**src/rtl/rd_label_decode_pkg.sv**
```systemverilog
// Shared encodings for the label-tracking decode stage: MIPS opcode and
// function fields, the SETR label-set instruction, and the syscall FSM states.
package rd_label_decode_pkg;

  // Primary opcodes (I[31:26])
  localparam logic [5:0] OP_SPECIAL = 6'h00;
  localparam logic [5:0] OP_REGIMM  = 6'h01;
  localparam logic [5:0] OP_J       = 6'h02;
  localparam logic [5:0] OP_JAL     = 6'h03;
  localparam logic [5:0] OP_BEQ     = 6'h04;
  localparam logic [5:0] OP_BNE     = 6'h05;
  localparam logic [5:0] OP_BLEZ    = 6'h06;
  localparam logic [5:0] OP_BGTZ    = 6'h07;
  localparam logic [5:0] OP_ADDI    = 6'h08;
  localparam logic [5:0] OP_ADDIU   = 6'h09;
  localparam logic [5:0] OP_SLTI    = 6'h0A;
  localparam logic [5:0] OP_SLTIU   = 6'h0B;
  localparam logic [5:0] OP_ANDI    = 6'h0C;
  localparam logic [5:0] OP_ORI     = 6'h0D;
  localparam logic [5:0] OP_XORI    = 6'h0E;
  localparam logic [5:0] OP_LUI     = 6'h0F;
  localparam logic [5:0] OP_COP1    = 6'h11;
  localparam logic [5:0] OP_LB      = 6'h20;
  localparam logic [5:0] OP_LH      = 6'h21;
  localparam logic [5:0] OP_LW      = 6'h23;
  localparam logic [5:0] OP_LBU     = 6'h24;
  localparam logic [5:0] OP_LHU     = 6'h25;
  localparam logic [5:0] OP_SB      = 6'h28;
  localparam logic [5:0] OP_SH      = 6'h29;
  localparam logic [5:0] OP_SW      = 6'h2B;
  localparam logic [5:0] OP_LWC1    = 6'h31;
  localparam logic [5:0] OP_SWC1    = 6'h39;

  // SETR reuses the ADDI opcode with rs = rt = 0
  localparam logic [5:0]  OP_SETR    = OP_ADDI;
  localparam logic [15:0] SETR_MATCH = 16'h2000;
  localparam int          SETR_MODE_HI = 15;
  localparam int          SETR_MODE_LO = 14;

  // SPECIAL function codes (I[5:0])
  localparam logic [5:0] FN_SLL     = 6'h00;
  localparam logic [5:0] FN_SRL     = 6'h02;
  localparam logic [5:0] FN_SRA     = 6'h03;
  localparam logic [5:0] FN_SLLV    = 6'h04;
  localparam logic [5:0] FN_SRLV    = 6'h06;
  localparam logic [5:0] FN_SRAV    = 6'h07;
  localparam logic [5:0] FN_JR      = 6'h08;
  localparam logic [5:0] FN_JALR    = 6'h09;
  localparam logic [5:0] FN_SYSCALL = 6'h0C;
  localparam logic [5:0] FN_MFHI    = 6'h10;
  localparam logic [5:0] FN_MTHI    = 6'h11;
  localparam logic [5:0] FN_MFLO    = 6'h12;
  localparam logic [5:0] FN_MTLO    = 6'h13;
  localparam logic [5:0] FN_MULT    = 6'h18;
  localparam logic [5:0] FN_MULTU   = 6'h19;
  localparam logic [5:0] FN_DIV     = 6'h1A;
  localparam logic [5:0] FN_DIVU    = 6'h1B;
  localparam logic [5:0] FN_ADD     = 6'h20;
  localparam logic [5:0] FN_ADDU    = 6'h21;
  localparam logic [5:0] FN_SUB     = 6'h22;
  localparam logic [5:0] FN_SUBU    = 6'h23;
  localparam logic [5:0] FN_AND     = 6'h24;
  localparam logic [5:0] FN_OR      = 6'h25;
  localparam logic [5:0] FN_XOR     = 6'h26;
  localparam logic [5:0] FN_NOR     = 6'h27;
  localparam logic [5:0] FN_SLT     = 6'h2A;
  localparam logic [5:0] FN_SLTU    = 6'h2B;

  // REGIMM rt codes (I[20:16])
  localparam logic [4:0] RI_BLTZ    = 5'h00;
  localparam logic [4:0] RI_BGEZ    = 5'h01;
  localparam logic [4:0] RI_BLTZAL  = 5'h10;
  localparam logic [4:0] RI_BGEZAL  = 5'h11;

  localparam logic [4:0] REG_RA     = 5'd31;

  typedef enum logic [1:0] {
    LMODE_BOTH  = 2'b00,
    LMODE_READ  = 2'b01,
    LMODE_WRITE = 2'b10,
    LMODE_NONE  = 2'b11
  } label_mode_t;

  typedef enum logic {
    SYS_IDLE  = 1'b0,
    SYS_STALL = 1'b1
  } sys_state_t;

  function automatic logic [31:0] sext16(input logic [15:0] v);
    return {{16{v[15]}}, v};
  endfunction

  function automatic logic [31:0] zext16(input logic [15:0] v);
    return {16'h0000, v};
  endfunction

endpackage

```
**src/rtl/rd_label_decode_if.sv**
```systemverilog
// Bundle of the decode stage's instruction inputs and decoded outputs.
// master = upstream/downstream pipeline side, slave = the decode stage.
interface rd_label_decode_if #(
  parameter int LABEL_W = 1
);
  logic [31:0]        I1;
  logic               I1Valid;
  logic [31:0]        I2;
  logic               I2Valid;
  logic               Stall;
  logic               Accept;
  logic [4:0]         RSaddr;
  logic [4:0]         RTaddr;
  logic [4:0]         RDaddr;
  logic [31:0]        Imm;
  logic               DecValid;
  logic               instIsSyscall;
  logic               IllegalInst;
  logic               IllegalSeen;
  logic               SyscallStall;
  logic [LABEL_W-1:0] ReadLabel;
  logic [LABEL_W-1:0] WriteLabel;

  modport master (
    output I1, I1Valid, I2, I2Valid, Stall,
    input  Accept, RSaddr, RTaddr, RDaddr, Imm, DecValid, instIsSyscall,
           IllegalInst, IllegalSeen, SyscallStall, ReadLabel, WriteLabel
  );

  modport slave (
    input  I1, I1Valid, I2, I2Valid, Stall,
    output Accept, RSaddr, RTaddr, RDaddr, Imm, DecValid, instIsSyscall,
           IllegalInst, IllegalSeen, SyscallStall, ReadLabel, WriteLabel
  );
endinterface

```
**src/rtl/rd_label_decode_decode.sv**
```systemverilog
// Purely combinational instruction classifier: destination register,
// immediate, legality and syscall detection for one 32-bit instruction.
module rd_decode_comb
  import rd_label_decode_pkg::*;
(
  input  logic [31:0] I1,
  output logic [4:0]  RD,
  output logic [31:0] Imm,
  output logic        instOK,
  output logic        isSyscall
);

  logic [5:0]  op;
  logic [5:0]  funct;
  logic [4:0]  rs;
  logic [4:0]  rt;
  logic [4:0]  rd;
  logic [15:0] imm16;

  assign op    = I1[31:26];
  assign rs    = I1[25:21];
  assign rt    = I1[20:16];
  assign rd    = I1[15:11];
  assign imm16 = I1[15:0];
  assign funct = I1[5:0];

  // Classify the opcode; anything not listed stays illegal with RD = 0, Imm = 0
  always_comb begin
    RD        = 5'd0;
    Imm       = 32'h0;
    instOK    = 1'b0;
    isSyscall = 1'b0;
    case (op)
      OP_SPECIAL: begin
        case (funct)
          FN_SLL, FN_SRL, FN_SRA, FN_SLLV, FN_SRLV, FN_SRAV,
          FN_ADD, FN_ADDU, FN_SUB, FN_SUBU, FN_AND, FN_OR, FN_XOR,
          FN_NOR, FN_SLT, FN_SLTU, FN_JALR, FN_MFHI, FN_MFLO: begin
            instOK = 1'b1;
            RD     = rd;
          end
          FN_JR, FN_MTHI, FN_MTLO, FN_MULT, FN_MULTU, FN_DIV, FN_DIVU: begin
            instOK = 1'b1;
          end
          FN_SYSCALL: begin
            instOK    = 1'b1;
            isSyscall = 1'b1;
          end
          default: ;
        endcase
      end
      OP_REGIMM: begin
        instOK = (rt == RI_BLTZ) || (rt == RI_BGEZ) ||
                 (rt == RI_BLTZAL) || (rt == RI_BGEZAL);
      end
      OP_J, OP_BEQ, OP_BNE, OP_BLEZ, OP_BGTZ, OP_COP1: begin
        instOK = 1'b1;
      end
      OP_JAL: begin
        instOK = 1'b1;
        RD     = REG_RA;
      end
      OP_ADDI, OP_ADDIU, OP_SLTI, OP_SLTIU,
      OP_LB, OP_LH, OP_LW, OP_LBU, OP_LHU: begin
        instOK = 1'b1;
        RD     = rt;
        Imm    = sext16(imm16);
      end
      OP_ANDI, OP_ORI, OP_XORI: begin
        instOK = 1'b1;
        RD     = rt;
        Imm    = zext16(imm16);
      end
      OP_LUI: begin
        instOK = 1'b1;
        RD     = rt;
        Imm    = {imm16, 16'h0000};
      end
      // LWC1 targets an FP register, so no integer destination
      OP_SB, OP_SH, OP_SW, OP_LWC1, OP_SWC1: begin
        instOK = 1'b1;
        Imm    = sext16(imm16);
      end
      default: ;
    endcase
    if (op == OP_SETR && rs == 5'd0 && rt == 5'd0) begin
      isSyscall = 1'b1;
    end
  end

endmodule

```
**src/rtl/rd_label_decode.sv**
```systemverilog
// Registered decode stage with syscall stall sequencing and security labels.
//
// state     | meaning
// ----------+-----------------------------------------------------------
// SYS_IDLE  | no syscall outstanding; I1 may be accepted
// SYS_STALL | counting down the post-syscall bubble; Accept forced low
module rd_label_decode
  import rd_label_decode_pkg::*;
#(
  parameter int LABEL_W       = 1,
  parameter int SYSCALL_STALL = 2
) (
  input  logic            CLK,
  input  logic            MRST,
  rd_label_decode_if.slave bus
);

  localparam logic [3:0] STALL_LOAD = 4'(SYSCALL_STALL);

  logic [4:0]  dec_rd;
  logic [31:0] dec_imm;
  logic        dec_ok;
  logic        dec_sys;

  logic        accept;

  logic [4:0]  rs_q, rt_q, rd_q;
  logic [31:0] imm_q;
  logic        dec_valid_q, sys_q, ill_q, ill_seen_q;

  sys_state_t  state_q, state_d;
  logic [3:0]  cnt_q, cnt_d;
  logic        stall_q;

  logic               setr;
  label_mode_t        setr_mode;
  logic [LABEL_W-1:0] setr_val;
  logic [LABEL_W-1:0] rlabel_q, wlabel_q;

  rd_decode_comb u_decode (
    .I1        (bus.I1),
    .RD        (dec_rd),
    .Imm       (dec_imm),
    .instOK    (dec_ok),
    .isSyscall (dec_sys)
  );

  assign accept = bus.I1Valid & ~bus.Stall & ~stall_q;

  // Output register: load on accept, drop valid on a bubble, freeze on Stall
  always_ff @(posedge CLK) begin
    if (MRST) begin
      rs_q        <= '0;
      rt_q        <= '0;
      rd_q        <= '0;
      imm_q       <= '0;
      dec_valid_q <= 1'b0;
      sys_q       <= 1'b0;
      ill_q       <= 1'b0;
      ill_seen_q  <= 1'b0;
    end else if (accept) begin
      rs_q        <= bus.I1[25:21];
      rt_q        <= bus.I1[20:16];
      rd_q        <= dec_rd;
      imm_q       <= dec_imm;
      dec_valid_q <= 1'b1;
      sys_q       <= dec_sys;
      ill_q       <= ~dec_ok;
      ill_seen_q  <= ill_seen_q | ~dec_ok;
    end else if (!bus.Stall) begin
      dec_valid_q <= 1'b0;
    end
  end

  // Syscall FSM next state; the countdown ignores downstream Stall
  always_comb begin
    state_d = state_q;
    cnt_d   = cnt_q;
    case (state_q)
      SYS_IDLE: begin
        if (accept && dec_sys) begin
          state_d = SYS_STALL;
          cnt_d   = STALL_LOAD;
        end
      end
      SYS_STALL: begin
        cnt_d = cnt_q - 4'd1;
        if (cnt_q <= 4'd1) begin
          state_d = SYS_IDLE;
          cnt_d   = 4'd0;
        end
      end
      default: begin
        state_d = SYS_IDLE;
        cnt_d   = 4'd0;
      end
    endcase
  end

  // Syscall FSM state, counter and registered non-zero flag
  always_ff @(posedge CLK) begin
    if (MRST) begin
      state_q <= SYS_IDLE;
      cnt_q   <= 4'd0;
      stall_q <= 1'b0;
    end else begin
      state_q <= state_d;
      cnt_q   <= cnt_d;
      stall_q <= (cnt_d != 4'd0);
    end
  end

  assign setr      = bus.I2Valid && (bus.I2[31:16] == SETR_MATCH);
  assign setr_mode = label_mode_t'(bus.I2[SETR_MODE_HI:SETR_MODE_LO]);
  assign setr_val  = bus.I2[LABEL_W-1:0];

  // Label bits above LABEL_W in the SETR payload are don't-care
  logic unused_i2;
  assign unused_i2 = ^bus.I2[13:0];

  // Security labels follow stage-3 SETR regardless of any stall
  always_ff @(posedge CLK) begin
    if (MRST) begin
      rlabel_q <= '0;
      wlabel_q <= '0;
    end else if (setr) begin
      case (setr_mode)
        LMODE_BOTH: begin
          rlabel_q <= setr_val;
          wlabel_q <= setr_val;
        end
        LMODE_READ:  rlabel_q <= setr_val;
        LMODE_WRITE: wlabel_q <= setr_val;
        default: ;
      endcase
    end
  end

  assign bus.Accept        = accept;
  assign bus.RSaddr        = rs_q;
  assign bus.RTaddr        = rt_q;
  assign bus.RDaddr        = rd_q;
  assign bus.Imm           = imm_q;
  assign bus.DecValid      = dec_valid_q;
  assign bus.instIsSyscall = sys_q;
  assign bus.IllegalInst   = ill_q;
  assign bus.IllegalSeen   = ill_seen_q;
  assign bus.SyscallStall  = stall_q;
  assign bus.ReadLabel     = rlabel_q;
  assign bus.WriteLabel    = wlabel_q;

endmodule

```
**src/flat_wrapper.sv**
```systemverilog
// flat-port wrapper written by rule: the top's interface ports become plain ports
module rd_label_decode_flat import rd_label_decode_pkg::*;
#(
  parameter int LABEL_W       = 1,
  parameter int SYSCALL_STALL = 2
)
  (CLK, MRST, bus_I1, bus_I1Valid, bus_I2, bus_I2Valid, bus_Stall, bus_Accept, bus_RSaddr, bus_RTaddr, bus_RDaddr, bus_Imm, bus_DecValid, bus_instIsSyscall, bus_IllegalInst, bus_IllegalSeen, bus_SyscallStall, bus_ReadLabel, bus_WriteLabel);
  rd_label_decode_if #(.LABEL_W(LABEL_W)) bus_i ();
  input  logic CLK;
  input  logic MRST;
  input wire logic [$bits(bus_i.I1)-1:0] bus_I1;
  input wire logic [$bits(bus_i.I1Valid)-1:0] bus_I1Valid;
  input wire logic [$bits(bus_i.I2)-1:0] bus_I2;
  input wire logic [$bits(bus_i.I2Valid)-1:0] bus_I2Valid;
  input wire logic [$bits(bus_i.Stall)-1:0] bus_Stall;
  output wire logic [$bits(bus_i.Accept)-1:0] bus_Accept;
  output wire logic [$bits(bus_i.RSaddr)-1:0] bus_RSaddr;
  output wire logic [$bits(bus_i.RTaddr)-1:0] bus_RTaddr;
  output wire logic [$bits(bus_i.RDaddr)-1:0] bus_RDaddr;
  output wire logic [$bits(bus_i.Imm)-1:0] bus_Imm;
  output wire logic [$bits(bus_i.DecValid)-1:0] bus_DecValid;
  output wire logic [$bits(bus_i.instIsSyscall)-1:0] bus_instIsSyscall;
  output wire logic [$bits(bus_i.IllegalInst)-1:0] bus_IllegalInst;
  output wire logic [$bits(bus_i.IllegalSeen)-1:0] bus_IllegalSeen;
  output wire logic [$bits(bus_i.SyscallStall)-1:0] bus_SyscallStall;
  output wire logic [$bits(bus_i.ReadLabel)-1:0] bus_ReadLabel;
  output wire logic [$bits(bus_i.WriteLabel)-1:0] bus_WriteLabel;
  assign bus_i.I1 = bus_I1;
  assign bus_i.I1Valid = bus_I1Valid;
  assign bus_i.I2 = bus_I2;
  assign bus_i.I2Valid = bus_I2Valid;
  assign bus_i.Stall = bus_Stall;
  assign bus_Accept = bus_i.Accept;
  assign bus_RSaddr = bus_i.RSaddr;
  assign bus_RTaddr = bus_i.RTaddr;
  assign bus_RDaddr = bus_i.RDaddr;
  assign bus_Imm = bus_i.Imm;
  assign bus_DecValid = bus_i.DecValid;
  assign bus_instIsSyscall = bus_i.instIsSyscall;
  assign bus_IllegalInst = bus_i.IllegalInst;
  assign bus_IllegalSeen = bus_i.IllegalSeen;
  assign bus_SyscallStall = bus_i.SyscallStall;
  assign bus_ReadLabel = bus_i.ReadLabel;
  assign bus_WriteLabel = bus_i.WriteLabel;
  rd_label_decode #(.LABEL_W(LABEL_W), .SYSCALL_STALL(SYSCALL_STALL)) u_core (.CLK(CLK), .MRST(MRST), .bus(bus_i));
endmodule
```
**config.mk**
```make
export PLATFORM = sky130hd
export DESIGN_NAME = rd_label_decode_flat
export DESIGN_NICKNAME = d
export VERILOG_FILES = /design/src/rtl/rd_label_decode_pkg.sv /design/src/rtl/rd_label_decode_if.sv /design/src/rtl/rd_label_decode_decode.sv /design/src/rtl/rd_label_decode.sv /design/src/flat_wrapper.sv
export SDC_FILE = /design/constraint.sdc
export NUM_CORES = 1
export LEC_CHECK = 0
export ABC_AREA = 1
export ABC_CLOCK_PERIOD_IN_PS = 4400
export BUFFER_PORTS_ARGS = -buffer_cell sky130_fd_sc_hd__buf_4
export CAP_MARGIN = 20
export CORE_ASPECT_RATIO = 1.1
export CORE_MARGIN = 4
export CORE_UTILIZATION = 25
export DETAILED_ROUTE_END_ITERATION = 16
export SYNTH_ARGS = -nofsm -noshare
export SYNTH_HDL_FRONTEND = slang
export SYNTH_HIERARCHICAL = 1
export SYNTH_SLANG_ARGS = --single-unit
```
**constraint.sdc**
```tcl
create_clock -name CLK -period 4.4 [get_ports CLK]
set_input_delay 0.88 -clock CLK [delete_from_list [all_inputs] [get_ports CLK]]
set_output_delay 0.88 -clock CLK [all_outputs]
set_load 0.01 [all_outputs]
```
==> flow_summary_export.csv, run 1 <==
group,metric,value,unit
floorplanning,initial_core_util,25.4,%
cts,cts_setup_buffers,0,
yosys,synth_xor_area_share,0,%
global_routing,grt_max_degree,57,
drt,drt_wl_total,9930,um
yosys,synth_area,3200,um^2
timing,period_needed,2570,ps
yosys,synth_ff_type,"dfxtp_1",
global_routing,grt_pass1_wl,15500,um
finish,drive_gt1_share,23.5,%
floorplanning,dieArea,14700,um^2
placed_design,place_area,4080,um^2
yosys,ys_top_cells_by_area,"dfxtp_1 37%, nand2_1 27%, a21oi_1 8.5%",
timing,hold_violations,0,
drt,drt_iter0_drc,140,
yosys,async_flop_share,0,%
yosys,ys_types,25,
finish,design_area,4410,um^2
yosys,synth-edff-count,0,
timing,tightestPinTransition,613,ps
cts,htreeDepth,3,
cts,cts_tree,"done",
cts,clock_path_buffers,2,
timing,fmax,0.389,GHz
placed_design,dp_cells,766,
timing,period_share,58.4,%
yosys,synth_adder_area_share,0.783,%
timing,rsz0062_at_grt,"no",
cts,cts.clk_slew.worst_paths,50,ps
floorplanning,rows,43,
floorplanning,pin_count,124,
yosys,synth_top_area_cell,"dfxtp_1",
power_and_ir_drop,power_leakage,2.19,nW
yosys,synthesis.nets,590,
timing,fin_tns_setup,0,ps
drt,drc,0,
power_and_ir_drop,power.density,343,nW/um^2
power_and_ir_drop,finalPower,0.00151,W
global_routing,grt_use_total,13.4,%
yosys,ys_top_cells_by_count,"233 x nand2_1, 59 x dfxtp_1, 54 x a21oi_1",
placed_design,dpl.hpwl,7190,um
drt,vias_per_cell,4.40,
cts,cts.sinks,59,
yosys,synth_compound_area_share,9.71,%
placed_design,place.gp.congestion,0.814,
drt,firstDrtPassIters,5,
yosys,ys_seq_elements,59,
yosys,avgSynthCellArea,6.16,um^2
drt,wl_per_cell,12.7,um
timing,setup_violations,0,
critical_path,arrival,2790,ps
global_routing,antenna_found_initial,0,
yosys,yosys_warnings,6,
floorplanning,die_width,116,um
cts,post_cts_resized,0,
placed_design,numPortBuffers,110,
timing,relSlewSlack,59.1,%
global_routing,grt.overflow.total,0,
critical_path,crit_fanout,7,
yosys,yosysTopAreaCellShare,36.9,%
critical_path,cp-start-kind,"input pin",
yosys,synth_most_common_cell,"nand2_1",
power_and_ir_drop,vdd_ir_drop_max,0.153,mV
yosys,synth_top_family_by_area,"simple AND/OR/NAND/NOR gates",
floorplanning,fp.dieH,127,um
drt,vias,3444,
timing,report.final.slew_viol_count,0,
min_path,hold_class,"reg -> reg",
cts,ctsHoldBuffers,0,
status,status,"completed",
cts,clock_latency,330,ps
global_routing,grt_pass1_vias,3117,
yosys,syn_inst,519,
floorplanning,coreArea,12600,um^2
timing,finClkSkew,5.39,ps
critical_path,crit_required,4620,ps
finish,num_antenna_cells,0,
yosys,synth-seq-area-share,36.9,%
yosys,synthSimpleGateAreaFrac,42.5,%
job,maxCapViolCount,0,
finish,area_growth,37.9,%
finish,layout.cells.non_filler,782,
critical_path,endpoint_kind,"flop",
critical_path,crit_type,"in -> reg",
cts,root_buffer,"clkbuf_16",
drt,ant_nets,0,
yosys,muxShareOfSynthArea,0,%
finish,num-nets-final,691,
cts,cts_buffers,9,
cells in the final DEF (no fill, tap or decap), drive strengths merged:
master,n
nand2,238
buf,112
dfxtp,59
a21oi,54
nor2,53
inv,44
nand3,28
clkbuf,12
o21ai,8
nand4,5
bufinv,2
or2,2
ha,2
nor3,2
clkinvlp,1
clkinv,1
nor3b,1
nor4,1
worst max-delay path, cell delays in order:
cell	delay (ps)
buf_4	120
inv_1	80
nand2_1	70
nor3_1	290
nand2_1	230
o21ai_0	390
nand4_1	220
nand2_1	120
nand2_1	50
nor2_1	140
nand2_1	80
nand2_1	60
nand2_1	40
cell families (layout without fill, tap and decap cells):
family | after synthesis | in the layout
buffers and inverters | 66 | 172
AOI/OAI and AO/OA | 62 | 62
DFF | 59 | 59
and+or+nand+nor | 330 | 330
adders and majority gates | 2 | 2
flip-flops by register name, summed over array words and instances (netlist names):
register                  flops
u_core/bus.DecValid           1
u_core/bus.IllegalInst        1
u_core/bus.IllegalSeen        1
u_core/bus.Imm               32
u_core/bus.RDaddr             5
u_core/bus.RSaddr             5
u_core/bus.RTaddr             5
u_core/bus.ReadLabel          1
u_core/bus.SyscallStall       1
u_core/bus.WriteLabel         1
u_core/bus.instIsSyscall      1
u_core/cnt_q                  4
u_core/state_q                1
routing by layer:
metal | part of all wire, % | global-route usage, % | vias to the layer above
met5 | 0 | 0 | -
li1 | - | - | 1811
met1 | 43 | 17.7 | 1514
met2 | 47 | 21.1 | 108
met4 | 1.9 | 5.94 | 0
met3 | 7.8 | 2.67 | 11
where the power goes:
group / internal [W] / leakage [nW] / switching [W]
Combinational: 0.0000777 / 1.55 / 0.000110
Sequential: 0.000549 / 0.478 / 0.00000727
Clock: 0.000525 / 0.159 / 0.000244
through the flow:
stage,utilization [%],setup WS [ps],hold WS [ps]
2_1_floorplan,-,2150,474
3_3_place_gp,32.4,1430,440
3_5_place_dp,32.4,1450,448
4_1_cts,35.0,1800,456
5_1_grt,35.0,1550,472
6_report,35.0,1830,450
path summary, 6_finish.rpt:
kind	end	slack [ps]	cells after the start	from
worst min register to register	u_core/bus.IllegalSeen$_SDFFE_PP0P_	450	2	u_core/bus.IllegalSeen$_SDFFE_PP0P_
worst max-delay path	u_core/bus.SyscallStall$_SDFF_PP0_	1830	13	bus_I1[30]
worst max register to register	u_core/bus.SyscallStall$_SDFF_PP0_	2800	8	u_core/bus.SyscallStall$_SDFF_PP0_
worst min-delay path	u_core/bus.IllegalSeen$_SDFFE_PP0P_	450	2	u_core/bus.IllegalSeen$_SDFFE_PP0P_
area by class of cell:
type / count / area (um^2)
Inverter: 44 / 165
Clock inverter: 4 / 72.6
Clock buffer: 12 / 256
Multi-Input combinational cell: 394 / 1700
Timing Repair Buffer: 112 / 841
Fill cell: 1409 / 8180
Tap cell: 157 / 196
Sequential cell: 59 / 1180
No activity file was read; power rests on OpenSTA's default activity.
==> run 2: changes to the inputs <==
--- a/config.mk
+++ b/config.mk
@@ -5,8 +5,8 @@
 export SDC_FILE = /design/constraint.sdc
 export NUM_CORES = 1
 export LEC_CHECK = 0
-export ABC_AREA = 1
-export ABC_CLOCK_PERIOD_IN_PS = 4400
+export ABC_AREA = 0
+export ABC_CLOCK_PERIOD_IN_PS = 2540
 export BUFFER_PORTS_ARGS = -buffer_cell sky130_fd_sc_hd__buf_4
 export CAP_MARGIN = 20
 export CORE_ASPECT_RATIO = 1.1
==> constraint.sdc (replaced) <==
create_clock -name CLK -period 2.54 [get_ports CLK]
set_input_delay 0.508 -clock CLK [delete_from_list [all_inputs] [get_ports CLK]]
set_output_delay 0.508 -clock CLK [all_outputs]
set_load 0.01 [all_outputs]
==> run 2 against run 1 <==
Effect of this change:
- utilization grew 0.49 points
- sequential power grew 73%
- clock power grew 56%
- via count shrank 5.3%
- global-route usage grew 0.16 points
- area after synthesis shrank 4.9%
- sequential cell count is the same
- register-to-register slack lost 2000 ps
- largest power group unchanged
- non-clock buffer count grew 6
- synthesized cell count shrank 21%
==> flow_summary_export.csv, run 2 <==
group,metric,value,unit
status,status,"completed",
global_routing,grt_pass1_vias,3128,
cts,cts_tree,"done",
power_and_ir_drop,power.density,587,nW/um^2
min_path,hold_start,"bus_I1[23]",
yosys,synth_most_common_cell,"nand2_1",
timing,report.final.slew_viol_count,0,
timing,relSlewSlack,59.1,%
floorplanning,fp.dieH,124,um
placed_design,numPortBuffers,110,
floorplanning,rows,42,
cts,htreeDepth,3,
placed_design,dp_slack,358,ps
yosys,yosysTopAreaCellShare,38.8,%
drt,ant_nets,0,
yosys,synth_area,3040,um^2
yosys,ys_top_cells_by_count,"120 x nand2_1, 59 x dfxtp_1, 58 x a21oi_1",
timing,period_share,80.5,%
yosys,async_flop_share,0,%
global_routing,antenna_found_initial,0,
min_path,hold_class,"in -> reg",
job,maxCapViolCount,0,
floorplanning,initial_core_util,25.4,%
timing,layout_setup_ws,496,ps
cts,root_buffer,"clkbuf_16",
yosys,ys_top_cells_by_area,"dfxtp_1 39%, nand2_1 15%, a21oi_1 9.5%",
cts,cts.clk_slew.worst_paths,50,ps
yosys,synth_top_area_cell,"dfxtp_1",
drt,drt_iter0_drc,153,
drt,vias_per_cell,4.88,
cts,clock_latency,330,ps
critical_path,arrival,1540,ps
timing,hold_slack,445,ps
placed_design,dp_cells,653,
finish,area_growth,39.9,%
global_routing,grt_pass1_wl,15300,um
cts,post_cts_resized,0,
global_routing,grt.overflow.total,0,
critical_path,crit_slowest_cell,"or3b_2",
cts,cts_setup_buffers,0,
finish,final_cell_mix,"120 x nand2_1, 118 x buf_4, 59 x dfxtp_1",
cts,cts_buffers,9,
floorplanning,coreArea,12000,um^2
yosys,yosys_warnings,6,
yosys,ys_seq_elements,59,
finish,largest_reg_flops,32,
timing,fin_tns_setup,0,ps
global_routing,grt_max_degree,51,
finish,drive_gt1_share,28.7,%
yosys,ys_types,53,
critical_path,critPathMaxStageDelay,490,ps
finish,num-nets-final,581,
critical_path,crit_required,2030,ps
placed_design,dpl.hpwl,6870,um
critical_path,reg2reg_from,"u_core/cnt_q[0]$_SDFF_PP0_",
timing,finClkSkew,7.10,ps
critical_path,cp_cell_sequence,"or3b_2, clkinv_4, buf_4",
critical_path,crit_type,"reg -> out",
finish,design_area,4250,um^2
yosys,synthesis.nets,482,
finish,layout_commonest_cell,"nand2_1",
timing,hold_violations,0,
drt,vias,3262,
cts,clock_path_buffers,2,
timing,rsz0062_at_grt,"no",
floorplanning,die_width,113,um
critical_path,endpoint_kind,"primary output",
yosys,synth_ff_type,"dfxtp_1",
finish,num_antenna_cells,0,
floorplanning,dieArea,14000,um^2
drt,wl_per_cell,14.1,um
drt,firstDrtPassIters,5,
power_and_ir_drop,vdd_ir_drop_max,0.220,mV
yosys,synth-edff-count,0,
drt,drc,0,
timing,tightestPinTransition,609,ps
finish,layout.cells.non_filler,669,
yosys,synth-seq-area-share,38.8,%
placed_design,place_area,3960,um^2
drt,drt_wl_total,9400,um
critical_path,crit_path_start,"u_core/bus.SyscallStall$_SDFF_PP0_",
critical_path,crit_fanout,30,
critical_path,cp-start-kind,"flop",
floorplanning,pin_count,124,
cts,cts.sinks,59,
cts,ctsHoldBuffers,0,
power_and_ir_drop,power_leakage,1.82,nW
placed_design,place.gp.congestion,0.837,
timing,fmax,0.489,GHz
timing,setup_violations,0,
yosys,syn_inst,411,
yosys,avgSynthCellArea,7.40,um^2
timing,period_needed,2040,ps
global_routing,grt_use_total,13.6,%
run 2: path summary, 6_finish.rpt:
path	end	slack (ps)	cells past startpoint
setup / recovery	bus_Accept	500	3
hold / removal	u_core/bus.RSaddr[2]$_SDFFE_PP0P_	440	3
setup reg to reg	u_core/bus.SyscallStall$_SDFF_PP0_	790	6
hold reg to reg	u_core/bus.Imm[7]$_SDFFE_PP0P_	450	2
run 2: area by class of cell:
type	count	area, um^2
clock buffer	11	243
clock inverter	5	52.6
fill	1286	7730
inverter	9	38.8
multi-input combinational	313	1660
sequential	59	1180
tap	154	193
timing repair buffer	118	886
run 2: cell families (layout without fill, tap and decap cells):
family | Yosys count | in the layout | synth area share [%]
DFF | 59 | 59 | 38.8
xor gates and xnor gates | 1 | 1 | 0.288
AOI/OAI and AO/OA | 120 | 120 | 26.0
and+or+nand+nor | 190 | 190 | 27.4
buffers and inverters | 39 | 143 | 6.58
adders and majority gates | 2 | 2 | 0.823
run 2: report_power, final:
part           switching, W  total (W)  internal, W
clock              0.000418    0.00120     0.000780
combinational      0.000186   0.000336     0.000150
sequential        0.0000129   0.000963     0.000950
run 2: per-layer routing:
metal	vias up	part of all wire (%)	GRT usage (%)
li1	1606	-	-
met1	1513	42	16.3
met2	128	48	23.1
met3	15	7.8	4.03
met4	0	1.6	4.88
met5	-	0	0
run 2: worst max-delay path, delay by kind of cell (launching register included):
kind | cells | cell delay, ps
buffers and inverters | 2 | 400
AND/OR/NAND/NOR | 1 | 490
flip-flops | 1 | 320
run 2: per-stage QoR:
step / total power (W) / util, %
6_report: 0.00250 / 35.5
5_1_grt: 0.00261 / 35.5
4_1_cts: 0.00254 / 35.5
3_5_place_dp: 0.00132 / 33.0
3_3_place_gp: 0.00131 / 33.0
2_1_floorplan: 0.00116 / -
